==> src/rtl/counter_2.sv <==
// Frame-synchronous C4 clock converter: locks a bit counter to the active-low F0
// pulse and decodes CLK1/CLK2 plus their enables. Optional flywheel: COUNTER_2_FREERUN_EN.
module counter_2 #(
   parameter int FRAME_LEN = 512,
   parameter int DIV2_LOG  = 3
) (
   input  logic c4,
   input  logic reset,
   input  logic f0,
   output logic clk_en1,
   output logic clk_en2,
   output logic clk1,
   output logic clk2
);

   localparam int              CW   = $clog2(FRAME_LEN);
   localparam logic [CW-1:0]   LAST = CW'(FRAME_LEN - 1);

   logic          f0_s_q, f0_d_q;
   logic          run_q, run_d;
   logic [CW-1:0] cnt_q, cnt_d;
   logic          start;

   // Falling edge of the twice-sampled F0; a long low pulse yields one start.
   assign start = f0_d_q & ~f0_s_q;

   always_comb begin
      cnt_d = cnt_q;
      run_d = run_q;
      if (start) begin
         cnt_d = '0;
         run_d = 1'b1;
      end else if (run_q) begin
         if (cnt_q == LAST) begin
            cnt_d = '0;
`ifndef COUNTER_2_FREERUN_EN
            run_d = 1'b0;
`endif
         end else begin
            cnt_d = cnt_q + CW'(1);
         end
      end
   end

   always_ff @(posedge c4) begin
      if (!reset) begin
         f0_s_q <= 1'b1;
         f0_d_q <= 1'b1;
         run_q  <= 1'b0;
         cnt_q  <= '0;
      end else begin
         f0_s_q <= f0;
         f0_d_q <= f0_s_q;
         run_q  <= run_d;
         cnt_q  <= cnt_d;
      end
   end

   // Decoded only from registered state, so no input reaches an output combinationally.
   always_comb begin
      clk1    = run_q & ~cnt_q[0];
      clk2    = run_q & ~cnt_q[DIV2_LOG-1];
      clk_en1 = run_q & cnt_q[0];
      clk_en2 = run_q & (&cnt_q[DIV2_LOG-1:0]);
   end

endmodule

==> config.mk <==
export PLATFORM = sky130hd
export DESIGN_NAME = counter_2
export DESIGN_NICKNAME = d
export VERILOG_FILES = /design/src/rtl/counter_2.sv
export SDC_FILE = /design/constraint.sdc
export NUM_CORES = 1
export LEC_CHECK = 0
export BUFFER_PORTS_ARGS = -buffer_cell sky130_fd_sc_hd__buf_2
export CORE_AREA = 2 2 39 41
export CTS_BUF_LIST = sky130_fd_sc_hd__clkbuf_4 sky130_fd_sc_hd__clkbuf_8
export DETAILED_ROUTE_END_ITERATION = 16
export DIE_AREA = 0 0 41 43
export GPL_ROUTABILITY_DRIVEN = 0
export PLACE_DENSITY = 0.74
export SLEW_MARGIN = 20
export SYNTH_ARGS = -nofsm -noshare
export SYNTH_HDL_FRONTEND = slang
export SYNTH_SLANG_ARGS = --single-unit
==> constraint.sdc <==
create_clock -name c4 -period 1.9 [get_ports c4]
set_clock_uncertainty 0.05 [all_clocks]
set_input_delay 0.285 -clock c4 [delete_from_list [all_inputs] [get_ports c4]]
set_output_delay 0.285 -clock c4 [all_outputs]
set_load 0.03 [all_outputs]
==> flow_summary.toml, run 1 <==
[synth]
synth-simple-area-share_pct = 33.7
netlist_area_um2 = 576
synth_top_family_by_area = "simple AND/OR/NAND/NOR gates"
ys_warn_count = 0
synth_compound_area_share_pct = 8.48
synth_nets = 72
syn_inst = 65
synth_xor_area_share_pct = 3.04
ys_ff_latch = 12
synth_area_leaders = "dfxtp_1 (42%), ha_1 (8.7%), nand2b_1 (5.4%), nor2_1 (4.6%), nor2b_1 (4.3%)"
ys_seq_area_share_pct = 41.7
synthMuxAreaShare_pct = 3.48
synth_largest_area_cell = "dfxtp_1"
synthAdderAreaFrac_pct = 8.70
yosys.area.top_type_share_pct = 41.7
ys_types = 21
syn_area_per_cell_um2 = 8.85

[global_routing]
grt-ovfl-total = 0
grt_max_degree = 16
grt_usage_pct = 16.6
grt_pass1_vias = 440
grt_pass1_wl_um = 1850
antenna_found_initial = 0

[sta]
period_needed_ps = 1720
fmax_mhz = 582
rsz0062_at_grt = "false"
tightest_slew_ps = 438
fin_crit_sh_pct = 90.4
slew_violations = 0
final.setup.tns_ps = 0
setup_viol = 0
max_slew_margin_pct = 70.7
finalHoldViolCount = 0

[setup_path]
reg2reg_slack_ps = 180
path_delay_family = "simple AND/OR/NAND/NOR gates"
r2r_end = "cnt_q[7]"
critical-path-max-stage-delay_ps = 410
cp-endpoint = "cnt_q[7]"
reg2reg_from = "cnt_q[0]"
cp.depth = 7
path_buf_inv = 0
end_kind = "register"
cpMaxStageDelayCell = "or4_1"
cp.required_ps = 2060
path_class = "reg2reg"
crit_path_start_kind = "register"
crit_path_frequent_cell = "ha_1"
crit_chain = "ha_1 -> nand2_1 -> nor3_1 -> ha_1 -> nand2b_1 -> or4_1 -> a31oi_1"
crit_arrival_ps = 1870
crit_start = "cnt_q[0]"
r2r_cells = 7
cp_max_fo = 3

[finish]
fin_cells = 92
fin_area_um2 = 672
fillers = 130
multiInputGateArea_um2 = 330
register_area_um2 = 240
n_antenna_cell = 0
layout.nets = 84
syn_to_final_growth_pct = 16.7
fin_util_pct = 48.6
drive_above_1_share_pct = 17.1

[pwr]
power.static_leakage_nw = 0.283
power_frac_clock_pct = 40.1
comb_power_share_pct = 7.6
p_int_mw = 0.388
p_per_area_mw_per_mm2 = 748
peakVddDrop_uv = 466
switchingPower_mw = 0.114
swShare_pct = 22.7
pwr-share-seq_pct = 52.3

[placement]
dp_cells = 88
portBuffers = 6
placed_cell_area_um2 = 636
dp_hpwl_um = 755

[clocking]
clk_latency_ps = 270
path_clk_slew_ps = 70
cts_tree = "built"
numCtsBuffers = 3
cts-root-buf = "clkbuf_4"
clockBufferDepth = 2
post-cts-setup-buffer-count = 0
postCtsResizedCells = 0
cts-hold-fix-buffers = 0
cts_htree_levels = 1
cts_sinks = 12

[floorplanning]
fp.dieArea_mm2 = 0.00176
initial_utilization_pct = 41.6
die_x_um = 41
io_pins = 7
die_y_um = 43
rows = 14
core_area_mm2 = 0.00138

[drt]
drt-pass1-iter-count = 2
num_vias = 484
drc = 0
antenna_left = 0
drt_iter0_markers = 2
drt_wl_total_um = 1030
vias_per_cell = 5.26
post_drt_wl_per_cell_um = 11.2

[min_path]
hold_class = "in2reg"

[status]
status = "complete, no violations"

[job]
maxCapViolations = 0
[cell usage after synthesis, drive strengths merged]
library cell  instances
nand2                 4
and2b                 2
nor2b                 4
nor2                  7
a21boi                1
buf                   1
or4                   1
ha                    4
nand4                 3
o21ai                 3
xor2                  2
dfxtp                12
mux2i                 2
a21oi                 4
a31oi                 1
nor3                  1
and2                  2
nand3                 4
nand2b                5
or3                   2
[stage by stage]
step,hold slack (ps),setup slack [ps],power [mW]
6_report,140,183,0.503
5_1_grt,133,85.9,0.522
4_1_cts,142,164,0.507
3_5_place_dp,364,193,0.306
3_3_place_gp,364,247,0.306
2_1_floorplan,308,233,0.294
[kinds of logic after synthesis]
logic type | Yosys count
and+or+nand+nor | 35
DFF | 12
AOI/OAI and AO/OA | 9
adders and majority gates | 4
xor gates and xnor gates | 2
muxes | 2
buffers and inverters | 1
[cells in the final DEF, fill, tap and decap left out, types with 4 or more instances in the layout]
cell	netlist	routed
a21oi_1	4	4
buf_2	1	6
dfxtp_1	12	12
ha_1	4	4
nand2_1	4	4
nand2b_1	5	5
nor2_1	7	7
nor2b_1	4	4
[metal layers]
metal	GRT usage, %	routed length [µm]	up-vias
li1	-	-	250
met2	22.5	496	9
met5	0	0	-
met4	15.3	60	0
met3	6.28	32	7
met1	18.8	444	218
[state kept, by name (all words and copies together) (netlist names)]
name    flops
run_q       1
f0_d_q      1
cnt_q       9
f0_s_q      1
[worst min-delay path by stage]
stage               cells past startpoint  slack [ps]    from     end
floorplan                               1         310   reset  f0_d_q
global placement                        1         360  f0_s_q  f0_d_q
detailed placement                      1         360  f0_s_q  f0_d_q
CTS                                     2         140      f0  f0_s_q
global route                            2         130      f0  f0_s_q
finish                                  2         140      f0  f0_s_q
[power by group through the flow]
stage                     sequential [mW]  clock, mW  combinational (mW)
after floorplan                     0.267          0              0.0270
after global placement              0.269          0              0.0368
after detailed placement            0.269          0              0.0369
after CTS                           0.263      0.206              0.0383
after global routing                0.264      0.216              0.0421
final                               0.263      0.201              0.0381
[cell type report]
class | count | share of cell area [%]
timing repair buffer | 8 | 6.70
clock buffer | 4 | 5.40
tap | 16 | 2.98
sequential | 12 | 35.8
multi-input combinational | 52 | 49.2
[worst register-to-register path, delay by kind of cell, from the launching register on]
| family | cells | cell delay, ps |
|---|---|---|
| flops | 1 | 310 |
| compound gates | 1 | 150 |
| fa+ha+maj | 2 | 440 |
| simple gates | 4 | 700 |
No activity file was read; power rests on OpenSTA's default activity.
==> run 2: changes to the inputs <==
GPL_TIMING_DRIVEN = 0   (was default)
RECOVER_POWER = 100   (was default)
==> run 2 against run 1 <==
  * Clock-buffer cell count did not move
  * Largest power group unchanged
  * Critical endpoint unchanged
  * Total power rose by 0.13%
  * Maximum frequency fell by 4.2%
  * Core utilization fell by 0.72 points
  * Critical path type unchanged
  * Critical path depth did not move
==> flow_summary.toml, run 2 (synthesis results as in run 1) <==
[finish]
n_antenna_cell = 0
layout.nets = 83
layout.cells.most_common_list = "dfxtp_1 (11), nor2_1 (7), nand2b_1 (5)"
drive_above_1_share_pct = 16.0
layout_commonest_cell = "dfxtp_1"
largest_reg_flops = 9
top_register = "cnt_q"
syn_to_final_growth_pct = 15.0

[floorplanning]
io_pins = 7
die_y_um = 43
fp.dieArea_mm2 = 0.00176
core_area_mm2 = 0.00138
rows = 14
die_x_um = 41
initial_utilization_pct = 41.6

[global_routing]
antenna_found_initial = 0
grt-ovfl-total = 0
grt_pass1_vias = 393
grt_pass1_wl_um = 1630
grt_max_degree = 11
grt_usage_pct = 14.8

[job]
maxCapViolations = 0

[sta]
max_slew_margin_pct = 75.7
final.setup.tns_ps = 0
slew_violations = 0
tightest_slew_ps = 364
rsz0062_at_grt = "false"
setup_viol = 0
fmax_mhz = 558
period_needed_ps = 1790
finalHoldViolCount = 0
fin_crit_sh_pct = 94.3
fin_ws_ps = 108

[status]
status = "complete, no violations"

[setup_path]
cp-endpoint = "cnt_q[7]"
crit_path_frequent_cell = "ha_1"
critical-path-max-stage-delay_ps = 410
path_delay_family = "simple AND/OR/NAND/NOR gates"
cp.required_ps = 2060
path_class = "reg2reg"
reg2reg_from = "cnt_q[0]"
reg2reg_slack_ps = 110
crit_chain = "ha_1 -> nand2_1 -> nor3_1 -> ha_1 -> nand2b_1 -> or4_1 -> a31oi_1"
crit_path_start_kind = "register"
crit_start = "cnt_q[0]"
path_buf_inv = 0
cpMaxStageDelayCell = "or4_1"
cp.depth = 7
r2r_cells = 7
crit_arrival_ps = 1950
end_kind = "register"
r2r_end = "cnt_q[7]"
cp_max_fo = 8

[drt]
drt_wl_total_um = 996
drt-pass1-iter-count = 4
vias_per_cell = 5.15
post_drt_wl_per_cell_um = 10.9
drc = 0
drt_iter0_markers = 11
num_vias = 469
antenna_left = 0

[placement]
dp_hpwl_um = 713
portBuffers = 6
preCtsSetupSlack_ps = 86.7

[pwr]
power_frac_clock_pct = 40.7
swShare_pct = 23.1
peakVddDrop_uv = 543
p_per_area_mw_per_mm2 = 760
p_total_mw = 0.503
p_int_mw = 0.387
pwr-share-seq_pct = 52.2
switchingPower_mw = 0.116
power.static_leakage_nw = 0.271
comb_power_share_pct = 7.1

[clocking]
cts-root-buf = "clkbuf_4"
cts-hold-fix-buffers = 0
post-cts-setup-buffer-count = 0
clk_latency_ps = 280
cts_tree = "built"
numCtsBuffers = 3
path_clk_slew_ps = 80
clockBufferDepth = 2
cts_sinks = 12
cts_htree_levels = 1
postCtsResizedCells = 0

[min_path]
hold_class = "in2reg"
-- run 2: cell types whose count changed in the layout (fill, tap and decap cells not counted), sizes merged --
| cell | change |
|---|---|
| buf | -5 |
| clkbuf | +4 |
-- run 2: worst min path at each step --
stage / start / endpoint / slack (ps) / cells after the start
floorplan: reset / f0_d_q / 310 / 1
global placement: f0_s_q / f0_d_q / 360 / 1
detailed placement: f0_s_q / f0_d_q / 360 / 1
CTS: f0 / f0_s_q / 130 / 2
global route: f0 / f0_s_q / 130 / 2
finish: f0 / f0_s_q / 140 / 2
-- run 2: layout make-up --
class,instances,area [µm²]
Buffer,1,3.75
Sequential cell,12,241
Tap cell,16,20.0
Clock buffer,4,36.3
Fill cell,119,722
Timing Repair Buffer,6,30.0
Multi-Input combinational cell,52,330
-- run 2: routing by layer --
layer  vias to the layer above  wire (µm)  GRT usage [%]
li1                        246          -              -
met1                       207        457           15.8
met2                        11        461           21.3
met3                         5         33           4.71
met4                         0         44           14.0
met5                         -          0              0
-- run 2: stage by stage --
stage                     util (%)  area, µm²  hold slack (ps)  instances
after floorplan                  -        576              308         65
after global placement        45.2        626              361         87
after detailed placement      45.2        626              360         87
after CTS                     47.8        662              133         91
after global routing          47.8        662              128         91
final                         47.8        662              136         91
-- run 2: power groups by stage --
stage	clock network, mW	registers (mW)	logic [mW]
after floorplan	0	0.267	0.0270
after global placement	0	0.268	0.0360
after detailed placement	0	0.268	0.0363
after CTS	0.211	0.262	0.0365
after global routing	0.218	0.264	0.0397
final	0.205	0.263	0.0355
==> run 3: changes to the inputs <==
PLACE_DENSITY = default   (was 0.74)
==> run 3 against run 2 <==
  * Via count decreased by 5.5%
  * Total power is essentially flat
  * Worst setup slack better by 6.6 ps
  * Core utilization fell by 0.090 points
==> flow_summary.toml, run 3 (synthesis results as in run 1) <==
[drt]
drt-pass1-iter-count = 6
antenna_left = 0
drt_wl_total_um = 1020
post_drt_wl_per_cell_um = 11.2
drt_iter0_markers = 11
drc = 0
num_vias = 443
vias_per_cell = 4.87

[global_routing]
grt_max_degree = 11
grt_pass1_wl_um = 1690
grt-ovfl-total = 0
use_met3_pct = 3.14
grt_pass1_vias = 388
grt-busiest-layer = "met2"
antenna_found_initial = 0
gr-usage-met2_pct = 20.6
grt_usage_pct = 14.3
grt_util_met1_pct = 19.8

[pwr]
power.static_leakage_nw = 0.268
p_per_area_mw_per_mm2 = 762
peakVddDrop_uv = 471

[clocking]
numCtsBuffers = 3
path_clk_slew_ps = 80
cts_sinks = 12
clk_latency_ps = 270
cts-root-buf = "clkbuf_4"
cts_htree_levels = 1
clockBufferDepth = 2
cts_tree = "built"

[status]
status = "complete, no violations"

[setup_path]
crit_arrival_ps = 1940
cpMaxStageDelayCell = "or4_1"
cp_max_fo = 8
crit_chain = "ha_1 -> nand2_1 -> nor3_1 -> ha_1 -> nand2b_1 -> or4_1 -> a31oi_1"
critical-path-max-stage-delay_ps = 400
end_kind = "register"
path_class = "reg2reg"
cp.required_ps = 2050
crit_path_frequent_cell = "ha_1"
crit_path_start_kind = "register"

[sta]
final.setup.tns_ps = 0
period_needed_ps = 1790
slew_violations = 0
max_slew_margin_pct = 75.7
fin_crit_sh_pct = 94.0
finalHoldViolCount = 0
setup_viol = 0
tightest_slew_ps = 366
fmax_mhz = 560
rsz0062_at_grt = "false"

[finish]
layout.cells.most_common_list = "dfxtp_1 (11), nor2_1 (7), nand2b_1 (5)"
layout_commonest_cell = "dfxtp_1"
syn_to_final_growth_pct = 14.8
largest_reg_flops = 9
fin_util_pct = 47.7
drive_above_1_share_pct = 14.7
top_register = "cnt_q"
n_antenna_cell = 0
fillers = 143
layout.nets = 83

[floorplanning]
die_y_um = 43
io_pins = 7
initial_utilization_pct = 41.6
core_area_mm2 = 0.00138
rows = 14
die_x_um = 41
fp.dieArea_mm2 = 0.00176

[placement]
dp_hpwl_um = 784
portBuffers = 6

[job]
maxCapViolations = 0

[min_path]
hold_class = "in2reg"
## run 3: repair_timing
| action | 4_1_cts | 5_1_grt |
|---|---|---|
| hold endpoints to repair | 0 | 0 |
| hold buffers | 0 | 0 |
| setup buffers | 0 | 0 |
| resized for setup | 0 | 1 |
| setup endpoints to repair | 0 | 3 |
## run 3: path summary, 6_finish.rpt
kind                               start        to  slack, ps  cells after the start
worst max-delay path            cnt_q[0]  cnt_q[7]        110                      7
worst min-delay path                  f0    f0_s_q        150                      2
worst max register to register  cnt_q[0]  cnt_q[7]        110                      7
worst min register to register    f0_s_q    f0_d_q        380                      1
## run 3: cell type report
class	count	area (µm²)	share of cell area (%)
timing repair buffer	6	27.5	4.17
clock buffer	4	36.3	5.49
buffer	1	5.00	0.758
multi-input combinational	52	330	50.0
tap	16	20.0	3.03
sequential	12	241	36.6
## run 3: worst max-delay path, delay by kind of cell (launching register included)
kind | cells | cell delay [ps]
fa+ha+maj | 2 | 450
simple gates | 4 | 690
compound gates | 1 | 160
flops | 1 | 360
## run 3: metrics by stage
step	power, mW	hold WS [ps]	cells	instance area [µm²]	setup WS, ps
4_1_cts	0.510	145	91	662	69.9
3_3_place_gp	0.305	359	87	626	89.3
6_report	0.503	147	91	661	115
2_1_floorplan	0.294	308	65	576	233
5_1_grt	0.524	152	91	661	9.13
3_5_place_dp	0.305	366	87	626	99.8
## run 3: where the power goes
| part | internal [mW] | switching [mW] | total, mW |
|---|---|---|---|
| registers | 0.257 | 0.00584 | 0.263 |
| clock network | 0.116 | 0.0883 | 0.205 |
| logic | 0.0137 | 0.0225 | 0.0362 |
## run 3: routing by layer
| metal | up-vias | share of wire [%] | wire (µm) |
|---|---|---|---|
| met5 | - | 0 | 0 |
| met4 | 0 | 0 | 0 |
| met3 | 0 | 3.4 | 35 |
| met2 | 6 | 48 | 484 |
| met1 | 191 | 49 | 496 |
| li1 | 246 | - | - |
